`src/rtl/fifo18kx2_drain_arbiter.sv`:
```
// ----------------------------------------------------------------------------
// fifo18kx2_drain_arbiter
//
// Round-robin read scheduler for the two read ports of one FIFO18KX2.
// Reads are granted in bounded bursts (at most BURST_MAX per tenure).
// The 1-cycle RD_DATA latency is absorbed into a 2-entry skid buffer.
// Both channels are merged into one valid/ready stream. M_SRC tags each word
// with its source channel.
//
// Parameters:
//   DATA_WIDTH  width of RD_DATA1/2 and M_DATA (1..18)
//   BURST_MAX   max consecutive reads granted to one channel per tenure (>=1)
//
// Ports:
//   CLK                 clock, also the FIFO read clocks
//   RESET               synchronous active-high reset
//   EMPTY1/2            FIFO empty flags
//   UNDERFLOW1/2        FIFO underflow flags (fold into sticky ERR)
//   RD_DATA1/2          FIFO read data, valid the cycle after RD_EN1/2
//   RD_EN1/2            FIFO read enables (never both high)
//   M_DATA, M_SRC       merged output word and source (0 = FIFO1, 1 = FIFO2)
//   M_VALID, M_READY    output handshake
//   BUSY                grant active, read in flight or buffer non-empty
//   ERR                 sticky underflow indication
//
// Optional feature: define FIFO18KX2_DRAIN_ARB_STATS_EN to add the WORDS1 and
// WORDS2 outputs. These are 16-bit wrapping counts of delivered words per source.
// ----------------------------------------------------------------------------
module fifo18kx2_drain_arbiter #(
  parameter int DATA_WIDTH = 18,
  parameter int BURST_MAX  = 4
) (
  input  logic                  CLK,
  input  logic                  RESET,
  input  logic                  EMPTY1,
  input  logic                  UNDERFLOW1,
  input  logic [DATA_WIDTH-1:0] RD_DATA1,
  output logic                  RD_EN1,
  input  logic                  EMPTY2,
  input  logic                  UNDERFLOW2,
  input  logic [DATA_WIDTH-1:0] RD_DATA2,
  output logic                  RD_EN2,
  output logic [DATA_WIDTH-1:0] M_DATA,
  output logic                  M_SRC,
  output logic                  M_VALID,
  input  logic                  M_READY,
  output logic                  BUSY,
  output logic                  ERR
`ifdef FIFO18KX2_DRAIN_ARB_STATS_EN
  ,
  output logic [15:0]           WORDS1,
  output logic [15:0]           WORDS2
`endif
);

  localparam int CNT_W = $clog2(BURST_MAX + 1);
  localparam logic [CNT_W-1:0] BURST_LAST = CNT_W'(BURST_MAX - 1);

  typedef enum logic [1:0] {IDLE, GRANT1, GRANT2} state_t;

  typedef struct packed {
    logic                  src;
    logic [DATA_WIDTH-1:0] data;
  } entry_t;

  state_t           state_q, state_d;
  logic [CNT_W-1:0] burst_cnt_q;
  logic             last_served_q;   // 0 = CH1, 1 = CH2
  logic             inflight_q;
  logic             inflight_src_q;
  entry_t           buf_q [2];
  logic             wr_ptr_q, rd_ptr_q;
  logic [1:0]       count_q;
  logic             err_q;

  logic             push, pop, space_ok, grant_exit;
  logic [2:0]       room_calc;
  entry_t           push_entry;

  // The buffer pops when the consumer takes a word. It pushes when the word
  // read last cycle arrives on RD_DATA.
  assign pop        = M_VALID && M_READY;
  assign push       = inflight_q;
  assign push_entry = '{src: inflight_src_q,
                        data: inflight_src_q ? RD_DATA2 : RD_DATA1};

  // Reserve a slot for the in-flight word and credit this cycle's pop, so a
  // new read never overflows the buffer but full throughput is kept.
  assign room_calc = {1'b0, count_q} - {2'b00, pop} + {2'b00, inflight_q};
  assign space_ok  = (room_calc < 3'd2);

  // ---------------- FSM: state register ----------------
  // NOTE: state registers use non-blocking assignments so every flop samples
  // pre-edge values regardless of process evaluation order.
  always_ff @(posedge CLK) begin
    if (RESET) state_q <= IDLE;
    else       state_q <= state_d;
  end

  // ---------------- FSM: next state ----------------
  // NOTE: every combinational output gets a default first, so no path leaves
  // it unassigned and no latch is inferred.
  always_comb begin
    state_d = state_q;
    unique case (state_q)
      IDLE: begin
        if (!EMPTY1 && !EMPTY2) state_d = last_served_q ? GRANT1 : GRANT2;
        else if (!EMPTY1)       state_d = GRANT1;
        else if (!EMPTY2)       state_d = GRANT2;
      end
      GRANT1: if (EMPTY1 || (RD_EN1 && burst_cnt_q == BURST_LAST)) state_d = IDLE;
      GRANT2: if (EMPTY2 || (RD_EN2 && burst_cnt_q == BURST_LAST)) state_d = IDLE;
      default: state_d = IDLE;
    endcase
  end

  // ---------------- FSM: outputs ----------------
  // Read enables are gated by RESET combinationally, so no read is issued
  // while reset is held.
  always_comb begin
    RD_EN1 = 1'b0;
    RD_EN2 = 1'b0;
    if (!RESET) begin
      RD_EN1 = (state_q == GRANT1) && !EMPTY1 && space_ok;
      RD_EN2 = (state_q == GRANT2) && !EMPTY2 && space_ok;
    end
  end

  assign grant_exit = (state_q != IDLE) && (state_d == IDLE);

  // Burst counter and round-robin pointer. An exit with zero reads still
  // hands priority to the other channel.
  always_ff @(posedge CLK) begin
    if (RESET) begin
      burst_cnt_q   <= '0;
      last_served_q <= 1'b1;
    end else if (grant_exit) begin
      burst_cnt_q   <= '0;
      last_served_q <= (state_q == GRANT2);
    end else if (RD_EN1 || RD_EN2) begin
      burst_cnt_q   <= burst_cnt_q + 1'b1;
    end
  end

  // In-flight tracking; a read issued just before reset is dropped.
  always_ff @(posedge CLK) begin
    if (RESET) begin
      inflight_q     <= 1'b0;
      inflight_src_q <= 1'b0;
    end else begin
      inflight_q     <= RD_EN1 || RD_EN2;
      inflight_src_q <= RD_EN2;
    end
  end

  // ---------------- 2-entry output buffer ----------------
  // NOTE: buffer storage is not reset; validity comes from count_q alone,
  // and the outputs are masked while the buffer is empty.
  always_ff @(posedge CLK) begin
    if (push) buf_q[wr_ptr_q] <= push_entry;
  end

  always_ff @(posedge CLK) begin
    if (RESET) begin
      wr_ptr_q <= 1'b0;
      rd_ptr_q <= 1'b0;
      count_q  <= 2'd0;
    end else begin
      if (push) wr_ptr_q <= ~wr_ptr_q;
      if (pop)  rd_ptr_q <= ~rd_ptr_q;
      unique case ({push, pop})
        2'b10:   count_q <= count_q + 2'd1;
        2'b01:   count_q <= count_q - 2'd1;
        default: count_q <= count_q;
      endcase
    end
  end

  assign M_VALID = (count_q != 2'd0);
  assign M_DATA  = M_VALID ? buf_q[rd_ptr_q].data : '0;
  assign M_SRC   = M_VALID ? buf_q[rd_ptr_q].src  : 1'b0;
  assign BUSY    = (state_q != IDLE) || inflight_q || M_VALID;

  // ---------------- sticky error ----------------
  always_ff @(posedge CLK) begin
    if (RESET)                         err_q <= 1'b0;
    else if (UNDERFLOW1 || UNDERFLOW2) err_q <= 1'b1;
  end
  assign ERR = err_q;

`ifdef FIFO18KX2_DRAIN_ARB_STATS_EN
  // ---------------- delivered-word statistics ----------------
  logic [15:0] words1_q, words2_q;

  always_ff @(posedge CLK) begin
    if (RESET) begin
      words1_q <= '0;
      words2_q <= '0;
    end else if (pop) begin
      if (M_SRC) words2_q <= words2_q + 16'd1;
      else       words1_q <= words1_q + 16'd1;
    end
  end

  assign WORDS1 = words1_q;
  assign WORDS2 = words2_q;
`endif

endmodule

```
`config.mk`:
```
export PLATFORM = sky130hd
export DESIGN_NAME = fifo18kx2_drain_arbiter
export DESIGN_NICKNAME = d
export VERILOG_FILES = /design/src/rtl/fifo18kx2_drain_arbiter.sv
export SDC_FILE = /design/constraint.sdc
export NUM_CORES = 1
export LEC_CHECK = 0
export CORE_MARGIN = 5
export CORE_UTILIZATION = 50
export CTS_BUF_LIST = sky130_fd_sc_hd__clkbuf_16
export DETAILED_ROUTE_END_ITERATION = 8
export PLACE_DENSITY_LB_ADDON = 0.05
export REMOVE_ABC_BUFFERS = 1
export SETUP_SLACK_MARGIN = 0.3
export SLEW_MARGIN = 25
export SYNTH_ARGS = -nofsm -noshare
export SYNTH_HDL_FRONTEND = slang
export SYNTH_SLANG_ARGS = --single-unit
```
`constraint.sdc`:
```
create_clock -name CLK -period 5.3 [get_ports CLK]
set_input_delay 1.06 -clock CLK [delete_from_list [all_inputs] [get_ports CLK]]
set_output_delay 1.06 -clock CLK [all_outputs]
set_load 0.005 [all_outputs]
```
Yosys cells after proc, flatten, opt, wreduce, memory -nomap -nowiden
Memory sizes are Yosys's and may differ from the RTL's. A register that Yosys moved wholly into a read port is not among the register bits.
Cells that the tools add are included.
{"block": "word_totals", "output_inout_bits": 24, "mem_bits_rw": 38, "input_bits": 43, "regBits": 13, "memories": 1, "word_cells": 63}
{"name": "buf_q", "depth": 2, "width": 19, "rd": 1, "rd_ports_with_merged_regs": 1, "write_ports": 1, "line": "71", "text": "entry_t buf_q [2];"}
{"block": "op_classes", "n_eq_ne": 5, "n_reduce_logical": 23, "n_addsub": 5, "bitwise": 2, "muxes": 17, "order_cmp": 1}
{"cell": "$mux W18", "count": 2}
{"cell": "$mux W2", "count": 6}
{"cell": "$logic_and A1 B1 Y1", "count": 9}
{"cell": "$mux W1", "count": 7}
{"cell": "$logic_or A1 B1 Y1", "count": 6}
{"cell": "$pmux W2 S3", "count": 1}
{"cell": "$reduce_bool A2 Y1", "count": 3}
{"cell": "$eq A2 B1 Y1 const B", "count": 2}
{"cell": "$eq A2 B2 Y1 const B", "count": 2}
{"cell": "$logic_not A2 Y1", "count": 2}
{"cell": "$pmux W2 S2", "count": 1}
{"cell": "$add A3 B1 Y3", "count": 1}
{"cell": "$add A3 B1 Y3 const B", "count": 1}
{"cell": "$eq A3 B2 Y1 const B", "count": 1}
{"cell": "$lt A3 B2 Y1 const B", "count": 1}
{"cell": "$sub A2 B1 Y3", "count": 1}
{"cell": "$add A2 B1 Y2 const B", "count": 1}
{"cell": "$logic_not A1 Y1", "count": 2}
{"cell": "$not A1 Y1", "count": 2}
{"cell": "$reduce_or A2 Y1", "count": 1}
{"cell": "$sub A2 B1 Y2 const B", "count": 1}

Longest topological paths before layout
Gate-level depths: netlist of run 1.
{"block": "logic_depth", "ltp_word": 14, "depth_mapped": 8, "ltp_nobuf": 8}

Worst setup path after synthesis of run 1
No wires, ideal clock.
{"block": "synth_path", "path_type": "input port to output port", "from": "input port M_READY", "to": "output port RD_EN1", "t_arrival_ns": 2.468, "path_stages": 6, "required_ns": 4.240, "path_buffers": 0, "path_slack_ns": 1.772, "cell_sequence": "nand2_1 > mux2i_1 > nand2_1 > fa_1 > or2b_2 > nor3_1"}
{"block": "synth_via", "elab_chain_cells": 6}
{"element": "start, declared", "line": "46", "text": "input logic M_READY,"}
{"element": "$logic_and A1 B1 Y1", "line": "82", "text": "assign pop = M_VALID && M_READY;"}
{"element": "$sub A2 B1 Y3", "line": "89", "text": "assign room_calc = {1'b0, count_q} - {2'b00, pop} + {2'b00, inflight_q};"}
{"element": "$add A3 B1 Y3", "line": "89"}
{"element": "$lt A3 B2 Y1", "line": "90", "text": "assign space_ok = (room_calc < 3'd2);"}
{"element": "$logic_and A1 B1 Y1", "line": "124", "text": "RD_EN1 = (state_q == GRANT1) && !EMPTY1 && space_ok;"}
{"element": "$mux W1", "line": "123", "text": "if (!RESET) begin"}
{"element": "end, declared", "line": "38", "text": "output logic RD_EN1,"}
Every way passes these cells.

Final worst setup path of run 1
{"block": "layout_path", "from": "input port M_READY", "to": "output port RD_EN2"}
{"block": "layout_via", "elab_chain_cells": 6}
{"element": "$logic_and A1 B1 Y1", "line": "82"}
{"element": "$sub A2 B1 Y3", "line": "89"}
{"element": "$add A3 B1 Y3", "line": "89"}
{"element": "$lt A3 B2 Y1", "line": "90"}
{"element": "$logic_and A1 B1 Y1", "line": "125", "text": "RD_EN2 = (state_q == GRANT2) && !EMPTY2 && space_ok;"}
{"element": "$mux W1", "line": "123"}
{"element": "end, declared", "line": "42", "text": "output logic RD_EN2,"}
Every way passes these cells.

==> results.txt, run 1 <==
Run status -> finished, final reports clean
Global-route usage over all layers -> 16.5%
Starting density of the core -> 52.4%
Final count of pins violating max slew -> 0
Setup TNS -> 0 ns
Routed wire per std cell -> 16.5 um
Number of global-route vias before repair -> 1676
Io pins -> 67
Clock Power Share -> 40.2%
Final Util -> 72.0%
Period minus WS final -> 4.70 ns
Mean Syn Cell Area -> 13.2 sq um
Nets -> 288
Headroom to the max-slew limit -> 34.6%
Crit end category -> output pin
Unrepaired setup endpoints after global routing -> false
Arrival @ worst endpoint -> 3.64 ns
Highest clock rate -> 213 MHz
Power per unit of standard cell area -> 279 nW/um^2
First-pass DRT Iterations -> 4
Met1 usage in global routing -> 17.4%
Fraction of the yosys area taken by sequential cells -> 61.0%
Critical Path Max Stage Delay -> 0.53 ns
Net switching share of the total power -> 19.4%
Clock skew -> 0.00414 ns
Post-placement cell area -> 3030 sq um
Number of resized instances in the post-cts repair step -> 0
Worst vdd ir -> 0.208 mV
Busiest layer in global routing -> met2
Number of instances in the synthesized netlist -> 176
Clock edge transition at the registers on the reported setup and hold paths -> 0.07 ns
Worst path buffer plus inverter count -> 2
CTS H-tree lvls -> 2
Met3 routing resource usage after global routing -> 5.26%
Number of distinct library cell variants in the gate-level netlist after synthesis -> 37
Clock Tree Buf Depth -> 2
WP data required -> 4.24 ns
# clock sinks -> 52
Largest net degree at the start of global routing -> 21
Routability-driven placement congestion ratio -> 0.828
Number of hold buffers added after cts -> 0
Area of combinational cells with multiple inputs -> 860 sq um
Part of the cycle the worst path needs -> 88.6%
Antenna-violating nets left -> 0
Global-route congestion overflow total -> 0
Actual transition at the worst max-transition pin -> 0.977 ns
Count of vias placed by the detailed router -> 1583
Total Die Area -> 6130 sq um
Proportion of power drawn by flip-flops and latches -> 50.9%
Fraction of final layout cells with drive strength greater than 1 -> 6.58%
FF/Latch Area -> 1420 sq um
Setup CP Type -> in2out
Total setup buffers inserted after CTS -> 0
Detailed router's first-iteration violation count -> 62
Clk root buf -> sky130_fd_sc_hd__clkbuf_16
Leakage -> 1.11 nW
Global-route track usage on met2 -> 31.0%
Routed Wire Length -> 4870 um
Number of diodes added for antenna fixing -> 0
Synth Warn # -> 0
Area growth from synthesis to final layout -> 37.4%
Num CTS Buffers -> 5
Hold/Removal Path Class -> reg2reg
Series of cell instances along the critical path -> clkdlybuf4s50_1 -> nand2_1 -> mux2i_1 -> nand2_1 -> fa_1 -> or2b_2 -> nor3_1 -> clkdlybuf4s50_1
Number of synthesized register bits -> 52
Width of the chip -> 78.3 um
Area of the mapped netlist -> 2330 sq um
Number of fill cells -> 311
Final std cell area, no fill -> 3200 sq um
Half-perimeter wire length of the detailed placement result -> 3510 um
Global-route wire length before repair -> 7800 um
CP top delay family -> buffers and inverters
Fin. Hold Viols -> 0
Vertical die dimension -> 78.3 um
Count of input and output buffers -> 66
Internal Dissipation -> 0.720 mW
Via-to-Cell Ratio -> 5.37
Core Rows -> 24
Number of endpoints failing setup at the final stage -> 0
DRC violation count after routing -> 0
CTS tree -> done
Area inside the core boundary -> 4440 sq um
Share of total power in combinational logic -> 8.9%
CP Max Fanout -> 4
Net switching component of the power -> 0.173 mW
Antenna violations before repair -> 0
Startpoint Class -> primary input
Cell type of the slowest stage on the worst timing path -> sky130_fd_sc_hd__clkdlybuf4s50_1
Skew-Pair Late Insertion Delay -> 0.29 ns
Max-cap violation count -> 0
[cells in the mapped netlist (all sizes together)]
library cell / instances / area [sq um]
xor2: 2 / 25.0
fa: 1 / 20.0
a211o: 1 / 8.76
nand3b: 1 / 7.51
dfxtp: 14 / 280
a2111oi: 1 / 8.76
a21o: 1 / 7.51
a211oi: 2 / 27.5
ha: 2 / 25.0
nor3: 5 / 25.0
nand2: 3 / 11.3
buf: 3 / 15.0
or3b: 2 / 20.0
o22ai: 1 / 6.26
o21ai: 1 / 5.00
or2b: 1 / 8.76
and2: 1 / 6.26
nor2b: 1 / 6.26
o31ai: 1 / 7.51
edfxtp: 38 / 1140
nor3b: 1 / 7.51
or3: 1 / 6.26
nor2: 32 / 120
clkbuf: 5 / 18.8
inv: 5 / 18.8
and3b: 2 / 17.5
mux2: 18 / 203
and4: 1 / 8.76
a21oi: 3 / 15.0
o211a: 1 / 10.0
xnor2: 3 / 26.3
mux2i: 21 / 210
or2: 1 / 6.26
[flip-flops by register name, indices dropped and copies added (netlist names), named ones only]
signal	cells
burst_cnt_q	3
buf_q	38
count_q	2
rd_ptr_q	1
ERR	1
wr_ptr_q	1
inflight_q	1
last_served_q	1
state_q	2
inflight_src_q	1
[cell families after synthesis]
| family | Yosys count | synth area share (%) |
|---|---|---|
| adders and majority gates | 3 | 1.93 |
| DFF | 52 | 61.0 |
| xor gates and xnor gates | 5 | 2.20 |
| buffers and inverters | 13 | 2.25 |
| muxes | 39 | 17.7 |
| AOI/OAI and AO/OA | 12 | 4.13 |
| and+or+nand+nor | 52 | 10.8 |
[through the flow]
step	std cells	hold slack, ns	setup WS, ns	power [mW]
after CTS	295	0.479	0.580	0.898
final	295	0.475	0.602	0.893
after global placement	287	0.456	0.668	0.539
after floorplan	168	0.452	1.78	0.491
after detailed placement	287	0.464	0.617	0.543
after global routing	295	0.514	0.411	0.926
[final timing paths]
kind	from	to	slack (ns)	cells after the start
hold / removal	ERR$_SDFFE_PP0P_	ERR$_SDFFE_PP0P_	0.47	2
setup / recovery	M_READY	RD_EN2	0.60	8
hold reg to reg	ERR$_SDFFE_PP0P_	ERR$_SDFFE_PP0P_	0.47	2
setup reg to reg	count_q[1]$_SDFFE_PP0P_	burst_cnt_q[2]$_SDFFE_PP0P_	2.73	8
[routing by layer]
metal / part of all wire (%) / routed length (um)
met5: 0 / 0
met4: 1.5 / 75
met3: 6.4 / 311
met2: 54 / 2640
met1: 38 / 1850
[area by class of cell]
type / count / share of cell area [%]
sequential: 52 / 44.4
multi-input combinational: 111 / 26.8
clock inverter: 3 / 1.33
inverter: 5 / 0.586
timing repair buffer: 67 / 20.9
tap: 52 / 2.03
clock buffer: 5 / 3.91
[power by group through the flow]
stage	logic [mW]	clock network, mW	registers (mW)
floorplan	0.0303	0	0.461
global placement	0.0762	0	0.462
detailed placement	0.0798	0	0.464
CTS	0.0801	0.363	0.455
global route	0.0859	0.385	0.456
finish	0.0793	0.359	0.455
[layout by cell type, fill, tap and decap left out, drive strengths merged, types with 2 or more instances in the layout]
cell           instances
xor2                   2
nor3                   5
ha                     2
mux2                  18
inv                    5
edfxtp                38
nand2                  3
mux2i                 21
clkdlybuf4s50         66
nor2                  32
and3b                  2
xnor2                  3
or3b                   2
dfxtp                 14
clkbuf                 5
a211oi                 2
a21oi                  3
[worst min-delay path, delay by kind of cell (launching register included)]
kind / cells / cell delay, ns
flip-flops: 1 / 0.33
AND/OR/NAND/NOR: 2 / 0.11
No activity file was read; power rests on OpenSTA's default activity.
==> run 2: changes to the inputs <==
--- a/config.mk
+++ b/config.mk
@@ -6,13 +6,13 @@
 export NUM_CORES = 1
 export LEC_CHECK = 0
 export CORE_MARGIN = 5
-export CORE_UTILIZATION = 50
+export CORE_UTILIZATION = 47
 export CTS_BUF_LIST = sky130_fd_sc_hd__clkbuf_16
 export DETAILED_ROUTE_END_ITERATION = 8
 export PLACE_DENSITY_LB_ADDON = 0.05
 export REMOVE_ABC_BUFFERS = 1
 export SETUP_SLACK_MARGIN = 0.3
-export SLEW_MARGIN = 25
+export SLEW_MARGIN = 20
 export SYNTH_ARGS = -nofsm -noshare
 export SYNTH_HDL_FRONTEND = slang
 export SYNTH_SLANG_ARGS = --single-unit
==> constraint.sdc (replaced) <==
create_clock -name CLK -period 4.4 [get_ports CLK]
set_input_delay 0.88 -clock CLK [delete_from_list [all_inputs] [get_ports CLK]]
set_output_delay 0.88 -clock CLK [all_outputs]
set_load 0.005 [all_outputs]
==> run 2 against run 1 <==
Net effect: wire length up 3.2%; first-iteration DRC count rose by 47%; hold slack better by 0.022 ns; sequential share of layout area fell by 0.21 points; critical endpoint unchanged; largest cell class unchanged.
==> results.txt, run 2 (same netlist as run 1, synthesis figures left out) <==
Routability-driven placement congestion ratio -> 0.835 (+0.92%)
Nets -> 288 (unchanged)
Part of the cycle the worst path needs -> 87.3%
Hold/Removal Path Class -> reg2reg
Post-layout worst setup margin -> 0.557 ns (-0.0454 ns)
Hold Path Origin -> last_served_q$_SDFFE_PP1P_
Biggest register -> buf_q
Number of cells after detailed placement -> 301 (+4.9%)
Width of the chip -> 80.4 um (+2.7%)
Number of global-route vias before repair -> 1706 (+1.8%)
Total Die Area -> 6470 sq um (+5.6%)
Worst path buffer plus inverter count -> 2 (unchanged)
CTS tree -> done
Antenna-violating nets left -> 0 (unchanged)
Num CTS Buffers -> 5 (unchanged)
Global-route usage over all layers -> 16.3% (-0.14 points)
Max FFs per register -> 38 (unchanged)
Global-route wire length before repair -> 7960 um (+2.0%)
Clock skew -> 0.00357 ns (-0.000573 ns)
Critical Path Max Stage Delay -> 0.52 ns (about the same)
Total power of the final layout -> 1.05 mW (+18%)
Final cell count without fillers -> 310 (+5.1%)
Headroom to the max-slew limit -> 32.8% (-1.7 points)
Cell type of the slowest stage on the worst timing path -> sky130_fd_sc_hd__clkdlybuf4s50_1
Startpoint Class -> primary input
Starting density of the core -> 49.0% (-3.4 points)
Series of cell instances along the critical path -> clkbuf_2 -> nand2_1 -> mux2i_2 -> nand2_1 -> fa_1 -> or2b_2 -> nor3_2 -> clkdlybuf4s50_1
Detailed router's first-iteration violation count -> 91 (+47%)
Antenna violations before repair -> 0 (unchanged)
Period minus WS final -> 3.84 ns
Origin of the worst setup path -> M_READY
Number of hold buffers added after cts -> 0 (unchanged)
Final Util -> 67.7% (-4.4 points)
Actual transition at the worst max-transition pin -> 1.00 ns (+0.0260 ns)
Count of vias placed by the detailed router -> 1577 (-0.38%)
Largest net degree at the start of global routing -> 21 (unchanged)
Power per unit of standard cell area -> 326 nW/um^2 (+17%)
CP top delay family -> simple AND/OR/NAND/NOR gates
Registers with the most flip-flops -> buf_q x38, burst_cnt_q x3
Leakage -> 1.11 nW (+0.67%)
Routed Wire Length -> 5030 um (+3.2%)
WP data required -> 3.52 ns (-0.72 ns)
Run status -> finished, final reports clean
Arrival @ worst endpoint -> 2.96 ns (-0.68 ns)
Met1 usage in global routing -> 17.9% (+0.58 points)
Post-placement cell area -> 3050 sq um (+0.41%)
Area growth from synthesis to final layout -> 38.0%
Number of endpoints failing setup at the final stage -> 0 (unchanged)
Unrepaired setup endpoints after global routing -> false
# clock sinks -> 52 (unchanged)
Placement Setup Slack -> 0.0658 ns (-0.551 ns)
Highest clock rate -> 260 MHz
Hold slack final -> 0.496 ns (+0.0216 ns)
Worst vdd ir -> 0.237 mV (+14%)
Fin. Hold Viols -> 0 (unchanged)
Max-cap violation count -> 0 (unchanged)
Setup TNS -> 0 ns (unchanged)
Vertical die dimension -> 80.4 um (+2.7%)
Core Rows -> 25 (+4.2%)
Top cell by count, worst path -> sky130_fd_sc_hd__nand2_1
Busiest layer in global routing -> met2
Io pins -> 67 (unchanged)
Via-to-Cell Ratio -> 5.09 (-5.2%)
Setup CP Type -> in2out
Routed wire per std cell -> 16.2 um (-1.8%)
Skew-Pair Late Insertion Delay -> 0.28 ns (about the same)
Half-perimeter wire length of the detailed placement result -> 3550 um (+1.0%)
Critical R2R Launch -> count_q[1]$_SDFFE_PP0P_
Most common library cell in the layout ignoring fill and taps -> sky130_fd_sc_hd__clkdlybuf4s50_1
CTS H-tree lvls -> 2 (unchanged)
Clk root buf -> sky130_fd_sc_hd__clkbuf_16
Number of diodes added for antenna fixing -> 0 (unchanged)
DRC violation count after routing -> 0 (unchanged)
Clock Tree Buf Depth -> 2 (unchanged)
CP Max Fanout -> 4 (unchanged)
Count of input and output buffers -> 66 (unchanged)
Final std cell area, no fill -> 3220 sq um (+0.47%)
Final count of pins violating max slew -> 0 (unchanged)
First-pass DRT Iterations -> 4 (unchanged)
Global-route congestion overflow total -> 0 (unchanged)
Global-route track usage on met2 -> 30.1% (-0.86 points)
Most frequent cells in the layout -> sky130_fd_sc_hd__clkdlybuf4s50_1 (64), sky130_fd_sc_hd__edfxtp_1 (38), sky130_fd_sc_hd__nor2_1 (31)
Number of fill cells -> 370 (+19%)
Clock edge transition at the registers on the reported setup and hold paths -> 0.06 ns (about the same)
Met3 routing resource usage after global routing -> 4.82% (-0.44 points)
Crit end category -> output pin
Fraction of final layout cells with drive strength greater than 1 -> 7.82% (+1.2 points)
Area inside the core boundary -> 4750 sq um (+7.0%)
## run 2: changes by cell type in the layout (fill, tap and decap cells not counted), sizes merged
cell           before  now
clkdlybuf4s50      66   64
bufinv              1    0
inv                 5    6
dlygate4sd2         0    1
clkbuf              5    7
clkinvlp            1    0
## run 2: final timing paths
check,endpoint,slack [ns],depth (start not counted)
worst max-delay path,RD_EN2,0.56,8
worst min-delay path,last_served_q$_SDFFE_PP1P_,0.50,1
worst max register to register,burst_cnt_q[2]$_SDFFE_PP0P_,1.80,8
worst min register to register,last_served_q$_SDFFE_PP1P_,0.50,1
## run 2: layer usage
layer	part of all wire, %	vias to the layer above
met5	0	-
met4	1.3	0
met3	5.5	7
met2	53	45
met1	40	760
li1	-	765
## run 2: final cells by class
type | count | area (sq um) | area share (%)
clock buffers | 6 | 150 | 4.67
clock inverters | 2 | 8.76 | 0.272
inverters | 5 | 18.8 | 0.583
multi-input cells | 111 | 871 | 27.1
flip-flops and latches | 52 | 1420 | 44.2
well taps | 67 | 83.8 | 2.61
repair buffers | 67 | 662 | 20.6
## run 2: worst register-to-register path, delay by kind of cell, from the launching register on
family	cells	cell delay, ns
AO/OA/AOI/OAI	2	0.58
adder cells (fa/ha/maj)	1	0.51
multiplexers	1	0.20
flip-flops	1	0.51
AND/OR/NAND/NOR	4	0.69
## run 2: what timing repair did
action / 4_1_cts / 5_1_grt
gates resized for setup: 3 / 3
setup endpoints to repair: 2 / 1
cloned: 0 / 0
setup buffers: 1 / 0
## run 2: where the power goes
part | leakage, nW | switching [mW] | internal (mW)
Sequential | 0.461 | 0.0102 | 0.537
Combinational | 0.570 | 0.0333 | 0.0622
Clock | 0.0832 | 0.164 | 0.242
Total | 1.11 | 0.208 | 0.842
==> run 3: changes to the inputs <==
--- a/config.mk
+++ b/config.mk
@@ -5,13 +5,16 @@
 export SDC_FILE = /design/constraint.sdc
 export NUM_CORES = 1
 export LEC_CHECK = 0
+export ABC_CLOCK_PERIOD_IN_PS = 4400
 export CORE_MARGIN = 5
 export CORE_UTILIZATION = 47
 export CTS_BUF_LIST = sky130_fd_sc_hd__clkbuf_16
 export DETAILED_ROUTE_END_ITERATION = 8
+export MAX_ROUTING_LAYER = met4
 export PLACE_DENSITY_LB_ADDON = 0.05
 export REMOVE_ABC_BUFFERS = 1
 export SETUP_SLACK_MARGIN = 0.3
+export SKIP_LAST_GASP = 1
 export SLEW_MARGIN = 20
 export SYNTH_ARGS = -nofsm -noshare
 export SYNTH_HDL_FRONTEND = slang
==> run 3 against run 2 <==
Net effect: non-clock buffer count did not move; critical endpoint unchanged; sequential power barely moved; setup slack improved by 0.011 ns; utilization did not move.
==> results.txt, run 3 (same netlist as run 1, synthesis figures left out) <==
Run status -> finished, final reports clean
Routed wire per std cell -> 16.2 um (-0.24%)
Area inside the core boundary -> 4750 sq um (unchanged)
Biggest register -> buf_q
First-pass DRT Iterations -> 4 (unchanged)
Power per unit of standard cell area -> 325 nW/um^2 (-0.32%)
Part of the cycle the worst path needs -> 87.1% (-0.25 points)
Setup CP Type -> in2out
Vertical die dimension -> 80.4 um (unchanged)
Skew-Pair Late Insertion Delay -> 0.28 ns (about the same)
Number of fill cells -> 370 (unchanged)
Met1 usage in global routing -> 18.2% (+0.22 points)
Final count of pins violating max slew -> 0 (unchanged)
Number of global-route vias before repair -> 1708 (+0.12%)
Total Die Area -> 6470 sq um (unchanged)
Max FFs per register -> 38 (unchanged)
Number of diodes added for antenna fixing -> 0 (unchanged)
Largest net degree at the start of global routing -> 21 (unchanged)
Count of vias placed by the detailed router -> 1584 (+0.44%)
Most common library cell in the layout ignoring fill and taps -> sky130_fd_sc_hd__clkdlybuf4s50_1
Width of the chip -> 80.4 um (unchanged)
CTS H-tree lvls -> 2 (unchanged)
Hold/Removal Path Class -> reg2reg
Origin of the worst setup path -> M_READY
Global-route track usage on met2 -> 30.2% (+0.083 points)
Cell type of the slowest stage on the worst timing path -> sky130_fd_sc_hd__clkdlybuf4s50_1
Met3 routing resource usage after global routing -> 4.48% (-0.34 points)
Period minus WS final -> 3.83 ns (-0.0111 ns)
Io pins -> 67 (unchanged)
Nets -> 288 (unchanged)
Placement Setup Slack -> 0.0658 ns (unchanged)
Half-perimeter wire length of the detailed placement result -> 3550 um (unchanged)
WP data required -> 3.52 ns (about the same)
Top cell by count, worst path -> sky130_fd_sc_hd__nand2_1
Fin. Hold Viols -> 0 (unchanged)
CP Max Fanout -> 4 (unchanged)
Count of input and output buffers -> 66 (unchanged)
Global-route wire length before repair -> 7960 um (about the same)
Number of endpoints failing setup at the final stage -> 0 (unchanged)
Core Rows -> 25 (unchanged)
Num CTS Buffers -> 5 (unchanged)
Max-cap violation count -> 0 (unchanged)
Series of cell instances along the critical path -> clkbuf_2 -> nand2_1 -> mux2i_2 -> nand2_1 -> fa_1 -> or2b_2 -> nor3_2 -> clkdlybuf4s50_1
Critical R2R Launch -> count_q[1]$_SDFFE_PP0P_
Hold Path Origin -> last_served_q$_SDFFE_PP1P_
Area growth from synthesis to final layout -> 38.0% (unchanged)
Antenna violations before repair -> 0 (unchanged)
DRC violation count after routing -> 0 (unchanged)
Highest clock rate -> 261 MHz (+0.29%)
Routability-driven placement congestion ratio -> 0.848 (+1.5%)
Registers with the most flip-flops -> buf_q x38, burst_cnt_q x3
Routed Wire Length -> 5010 um (-0.24%)
Global-route usage over all layers -> 16.8% (+0.47 points)
Setup TNS -> 0 ns (unchanged)
Busiest layer in global routing -> met2
Worst vdd ir -> 0.236 mV (-0.52%)
Crit end category -> output pin
# clock sinks -> 52 (unchanged)
Headroom to the max-slew limit -> 32.7% (-0.13 points)
Leakage -> 1.11 nW (unchanged)
Critical Path Max Stage Delay -> 0.52 ns (about the same)
Final std cell area, no fill -> 3220 sq um (unchanged)
Antenna-violating nets left -> 0 (unchanged)
Post-placement cell area -> 3050 sq um (unchanged)
Clock skew -> 0.00401 ns (+0.000434 ns)
Arrival @ worst endpoint -> 2.95 ns (about the same)
Post-layout worst setup margin -> 0.568 ns (+0.0111 ns)
Clock Tree Buf Depth -> 2 (unchanged)
Clock edge transition at the registers on the reported setup and hold paths -> 0.06 ns (about the same)
Fraction of final layout cells with drive strength greater than 1 -> 7.82% (unchanged)
Detailed router's first-iteration violation count -> 95 (+4.4%)
CTS tree -> done
Startpoint Class -> primary input
Actual transition at the worst max-transition pin -> 1.00 ns (+0.00191 ns)
Global-route congestion overflow total -> 0 (unchanged)
Register-to-Register Setup Slack -> 1.81 ns (about the same)
Unrepaired setup endpoints after global routing -> false
Starting density of the core -> 49.0% (unchanged)
Via-to-Cell Ratio -> 5.11 (+0.44%)
Clk root buf -> sky130_fd_sc_hd__clkbuf_16
Most frequent cells in the layout -> sky130_fd_sc_hd__clkdlybuf4s50_1 (64), sky130_fd_sc_hd__edfxtp_1 (38), sky130_fd_sc_hd__nor2_1 (31)
run 3: cell counts in the layout (fill, tap and decap cells not counted):
No cell type changed its count.
run 3: layout make-up:
class                      instances  area, sq um  area share (%)
timing repair buffer              67          662            20.6
inverter                           5         18.8           0.583
multi-input combinational        111          871            27.1
tap                               67         83.8            2.61
clock inverter                     2         8.76           0.272
clock buffer                       6          150            4.67
sequential                        52         1420            44.2
run 3: what timing repair did:
| action | CTS | global route |
|---|---|---|
| hold buffers | 0 | 0 |
| buffers inserted | 1 | 0 |
| resized for setup | 3 | 3 |
| setup endpoints to repair | 2 | 1 |
run 3: where the power goes:
group	switching [mW]	leakage (nW)	internal, mW
clock network	0.161	0.0832	0.242
logic	0.0332	0.570	0.0622
registers	0.0101	0.461	0.538
total	0.204	1.11	0.842
run 3: path summary, 6_finish.rpt:
kind / depth (start not counted) / to
setup / recovery: 8 / RD_EN2
hold reg to reg: 1 / last_served_q$_SDFFE_PP1P_
hold / removal: 1 / last_served_q$_SDFFE_PP1P_
setup reg to reg: 8 / burst_cnt_q[2]$_SDFFE_PP0P_
run 3: worst max-delay path, delay by kind of cell:
kind / cells / cell delay, ns
and+or+nand+nor: 4 / 0.72
buffers and inverters: 2 / 0.64
adders and majority gates: 1 / 0.50
muxes: 1 / 0.21
run 3: metrics by stage:
step / util, % / std cells / hold WS, ns / power, mW
2_1_floorplan: - / 168 / 0.452 / 0.592
3_3_place_gp: 64.1 / 301 / 0.462 / 0.649
3_5_place_dp: 64.1 / 301 / 0.480 / 0.654
4_1_cts: 67.6 / 310 / 0.494 / 1.06
5_1_grt: 67.7 / 310 / 0.511 / 1.09
6_report: 67.7 / 310 / 0.496 / 1.05
run 3: routing by layer:
| layer | wire length [um] | up-vias |
|---|---|---|
| met5 | 0 | - |
| met4 | 65 | 0 |
| met3 | 285 | 7 |
| met2 | 2710 | 57 |
| met1 | 1950 | 757 |
| li1 | - | 763 |
==> RTL edit 1 (settings of run 1) <==
Register the output `ERR` once more, cleared by the reset; this adds one clock of latency there. The other outputs are not delayed to match.
--- a/src/rtl/fifo18kx2_drain_arbiter.sv
+++ b/src/rtl/fifo18kx2_drain_arbiter.sv
@@ -188,3 +188,9 @@
   end
-  assign ERR = err_q;
+  always_ff @(posedge CLK) begin
+    if (RESET) begin
+      ERR <= '0;
+    end else begin
+      ERR <= err_q;
+    end
+  end
 
Formal check against the unedited RTL: not equivalent (a bounded check fails within 4 cycles, from zero or initial values and one cycle with RESET high).
==> RTL edit 1 against run 1 <==
- final cell count is 1.4% higher
- register-to-register slack improved by 150 ps
- critical path depth is the same
- worst setup slack better by 250 ps
- count of clock-buffer cells in the layout is the same
- via count is 3.0% lower
- first-iteration DRC count grew 21%
- total power shrank 5.3%
- synthesized area up 1.1%
- sequential power is 2% higher
- core utilization decreased by 3.2 points
- design area increased by 0.20%
- sequential cell count is 1 higher
- wire length fell by 7.7%
==> RTL edit 1: results (changes against run 1) <==
| Metric | Value |
|---|---|
| Worst Path Max Fanout | 4 (unchanged) |
| Min-Delay Endpoint | ERR$_SDFF_PP0_ |
| Worst hold start | err_q$_SDFFE_PP0P_ |
| Count of cells resized by post-cts repair | 0 (unchanged) |
| Gp weighted congestion | 0.787 (-4.9%) |
| DPL Wire Length | 3220 um (-8.4%) |
| Status | completed |
| Largest net degree at the start of global routing | 21 (unchanged) |
| Clk_skew | 6.22 ps (+2.07 ps) |
| Top flop regs | buf_q: 38 flops, burst_cnt_q: 3 flops |
| Non-filler cells, final | 299 (+1.4%) |
| Peak VDD IR | 0.187 mV (-10%) |
| Grt met1 use | 17.3% (-0.11 points) |
| WHS Path Cells | 1 (-1) |
| Nets@finish | 290 (+0.69%) |
| DRT iter0 DRCs | 75 (+21%) |
| R2R Setup Slk | 2880 ps (+150 ps) |
| Mapped Cells | 178 (+1.1%) |
| Vias per cell | 5.14 (-4.3%) |
| Synth cell count leaders | 38 x edfxtp_1, 32 x nor2_1, 21 x mux2i_1 |
| First-pass GRT wire length | 7530 um (-3.4%) |
| Vias in the first global route | 1,629 (-2.8%) |
| Seq/Total Area, Yosys | 61.2% (+0.20 points) |
| Layout cell share with drive strength beyond 1 | 10.6% (+4.0 points) |
| GR met2 Demand/Resource | 29.0% (-2.0 points) |
| GR Layer Usage met3 | 4.36% (-0.91 points) |
| Hold Slack | 471 ps (-3.83 ps) |
| Antenna diode count | 0 (unchanged) |
| RR Endpoint | last_served_q$_SDFFE_PP1P_ |
| Largest cells by area after synthesis | edfxtp_1 48%, dfxtp_1 13%, mux2i_1 8.9%, mux2_2 5.3%, nor2_1 5.1% |
| Fillers | 326 (+4.8%) |
| Routed wire length | 4490 um (-7.7%) |
| P_leak | 1.11 nW (about the same) |
| Least-Margin Pin Slew | 883 ps (-94.5 ps) |
| GRT Total Usage | 15.8% (-0.69 points) |
| Num CTS Buffers | 5 (unchanged) |
| First-pass iteration count of the detailed router | 4 (unchanged) |
| DP Cell Count | 291 (+1.4%) |
==> RTL edit 1: cell types whose count changed after synthesis, sizes merged <==
| cell | run 1 | this run |
|---|---|---|
| or2b | 1 | 0 |
| buf | 3 | 2 |
| nor2b | 1 | 2 |
| clkbuf | 5 | 6 |
| nand2b | 0 | 1 |
| dfxtp | 14 | 15 |
==> RTL edit 1: worst max-delay path, stage by stage <==
cell and delay [ps]:
clkdlybuf4s50_1 540, nand2_1 90, mux2i_1 230, nand2_1 100
fa_1 530, nand2b_2 110, nor3_1 200, clkdlybuf4s50_1 530
==> RTL edit 1: cell families after synthesis <==
family	synth area share, %
fa+ha+maj	1.91
mux	17.5
flops	61.2
buf+inv	2.18
simple gates	10.9
compound gates	4.09
xor+xnor	2.18
==> RTL edit 1: area by class of cell <==
type                    count  area share [%]
clock inverters             3           0.468
well taps                  54            2.11
clock buffers               5            3.90
flip-flops and latches     53            45.0
repair buffers             67            20.8
inverters                   5           0.585
multi-input cells         112            27.1
==> RTL edit 1: where the power goes <==
part / leakage, nW / internal, W / total (W) / switching (W)
clock: 0.0713 / 0.000172 / 0.000303 / 0.000131
sequential: 0.470 / 0.000454 / 0.000462 / 0.00000821
combinational: 0.566 / 0.0000537 / 0.0000804 / 0.0000267
==> RTL edit 1: layer usage <==
metal / vias to the layer above / share of wire [%] / routed length, um
li1: 769 / - / -
met1: 725 / 41 / 1850
met2: 38 / 52 / 2360
met3: 4 / 5.1 / 231
met4: 0 / 1.2 / 55
met5: - / 0 / 0
==> RTL edit 1: through the flow <==
stage / power [W] / setup WS (ps) / util, % / area [sq um]
after global routing: 0.000884 / 676 / 68.8 / 3210
after floorplan: 0.000501 / 1990 / - / 2320
after global placement: 0.000549 / 924 / 65.7 / 3060
after CTS: 0.000857 / 845 / 68.7 / 3200
after detailed placement: 0.000552 / 866 / 65.7 / 3060
final: 0.000846 / 855 / 68.8 / 3210
==> RTL edit 1: worst max-delay path by stage <==
stage,startpoint,to,cells past startpoint
floorplan,M_READY,RD_EN1,6
global placement,M_READY,RD_EN1,8
detailed placement,M_READY,RD_EN1,8
CTS,M_READY,RD_EN1,8
global route,M_READY,RD_EN2,8
finish,M_READY,RD_EN2,8
==> RTL edit 2 (flow settings as in run 1) <==
Made on the original files. Set the parameter `BURST_MAX` to 16 (it was 4).
--- a/src/rtl/fifo18kx2_drain_arbiter.sv
+++ b/src/rtl/fifo18kx2_drain_arbiter.sv
@@ -30,3 +30,3 @@
   parameter int DATA_WIDTH = 18,
-  parameter int BURST_MAX  = 4
+  parameter int BURST_MAX  = 16
 ) (
Formal check against the unedited RTL: not equivalent (Yosys sat finds a counterexample within 10 cycles, from zero or initial values and one cycle with RESET high).
==> RTL edit 2 against run 1 <==
- final cell count rose by 9.5%
- worst setup slack better by 150 ps
- non-clock buffer count is the same
- sequential cell count is 2 higher
- wire length decreased by 0.31%
- first-iteration DRC count shrank 6.5%
- global-route usage shrank 0.42 points
- synthesized area rose by 5.2%
- design area up 3.2%
- total power fell by 4.2%
- clock power shrank 17%
- critical path type unchanged
- largest power group unchanged
==> RTL edit 2: results (changes against run 1) <==
| Metric | Value |
|---|---|
| Status | completed |
| R2R Setup Slk | 2810 ps (+80 ps) |
| GRT Total Usage | 16.1% (-0.42 points) |
| CP arrival | 3490 ps (-150 ps) |
| Hold Slack | 505 ps (+29.8 ps) |
| Gp weighted congestion | 0.750 (-9.4%) |
| First-pass GRT wire length | 7780 um (-0.18%) |
| Post-synth ARST share | 0% (unchanged) |
| Clk_skew | 6.28 ps (+2.13 ps) |
| Slowest cell on the critical path | fa_1 |
| Count of cells resized by post-cts repair | 0 (unchanged) |
| DPL Wire Length | 3390 um (-3.5%) |
| Post-synth EDFFs | 38 (unchanged) |
| Synth cell count leaders | 38 x edfxtp_1, 33 x nor2_1, 21 x mux2i_1 |
| Peak VDD IR | 0.225 mV (+8.2%) |
| Yosys cell types | 35 (-5.4%) |
| Layout cell share with drive strength beyond 1 | 12.9% (+6.3 points) |
| P_leak | 1.12 nW (+1.4%) |
| DRT iter0 DRCs | 58 (-6.5%) |
| Largest cells by area after synthesis | edfxtp_1 47%, dfxtp_1 13%, mux2_2 8.7%, mux2i_1 8.6%, nor2_1 5.1% |
| Top flop regs | buf_q: 38 flops, burst_cnt_q: 5 flops |
| First-pass iteration count of the detailed router | 6 (+2) |
| Least-Margin Pin Slew | 976 ps (-0.595 ps) |
| Routed wire length | 4850 um (-0.31%) |
| Seq/Total Area, Yosys | 59.6% (-1.4 points) |
| Setup Fix Bufs, Post-CTS | 0 (unchanged) |
| Fillers | 382 (+23%) |
| Port buffer count | 66 (unchanged) |
| Tmin final | 4550 ps (-148 ps) |
| Nets@finish | 301 (+4.5%) |
| Largest net degree at the start of global routing | 21 (unchanged) |
| Delay-heaviest family, CP | buffers and inverters |
| DP Worst Slack | 750 ps (+133 ps) |
| Total number of vias | 1,609 (+1.6%) |
-- RTL edit 2: worst register-to-register path, delay by kind of cell, from the launching register on --
family	cells	cell delay, ps
adders and majority gates	1	530
DFF	1	500
and+or+nand+nor	4	680
AOI/OAI and AO/OA	1	130
muxes	2	590
-- RTL edit 2: final timing paths --
path                                start                          to  cells after the start
hold / removal           ERR$_SDFFE_PP0P_            ERR$_SDFFE_PP0P_                      2
hold reg to reg          ERR$_SDFFE_PP0P_            ERR$_SDFFE_PP0P_                      2
setup reg to reg  count_q[1]$_SDFFE_PP0P_  last_served_q$_SDFFE_PP1P_                      8
setup / recovery                  M_READY                      RD_EN1                      9
-- RTL edit 2: metrics by stage --
stage               power, W  instance area [sq um]  cells
detailed placement  0.000565                   3160    315
global route        0.000889                   3310    323
floorplan           0.000512                   2410    181
finish              0.000855                   3310    323
global placement    0.000563                   3160    315
CTS                 0.000862                   3300    323
-- RTL edit 2: power by group --
group / switching (W) / internal [W] / leakage, nW / total, W
Clock: 0.000129 / 0.000170 / 0.0738 / 0.000299
Sequential: 0.00000924 / 0.000462 / 0.472 / 0.000471
Combinational: 0.0000290 / 0.0000559 / 0.576 / 0.0000850
Total: 0.000167 / 0.000688 / 1.12 / 0.000855
-- RTL edit 2: area by class of cell --
cell class,count,area (sq um),share of cell area [%]
inverter,6,22.5,0.681
tap,67,83.8,2.54
clock buffer,5,125,3.79
clock inverter,3,11.3,0.341
sequential,54,1460,44.2
timing repair buffer,67,668,20.2
multi-input combinational,121,932,28.2
-- RTL edit 2: kinds of logic (layout without fill, tap and decap cells) --
| group | count (synthesis) | in the layout | share of synthesized area (%) |
|---|---|---|---|
| AOI/OAI and AO/OA | 16 | 16 | 5.10 |
| xor gates and xnor gates | 7 | 7 | 2.50 |
| adders and majority gates | 3 | 3 | 1.84 |
| buffers and inverters | 16 | 81 | 2.65 |
| DFF | 54 | 54 | 59.6 |
| muxes | 40 | 40 | 17.3 |
| and+or+nand+nor | 55 | 55 | 11.0 |
-- RTL edit 2: per-layer routing --
layer	vias up	routed length (um)	global-route usage [%]
met5	-	0	0
met4	0	48	4.39
met1	746	2190	20.3
li1	807	-	-
met3	6	367	5.53
met2	50	2250	26.2
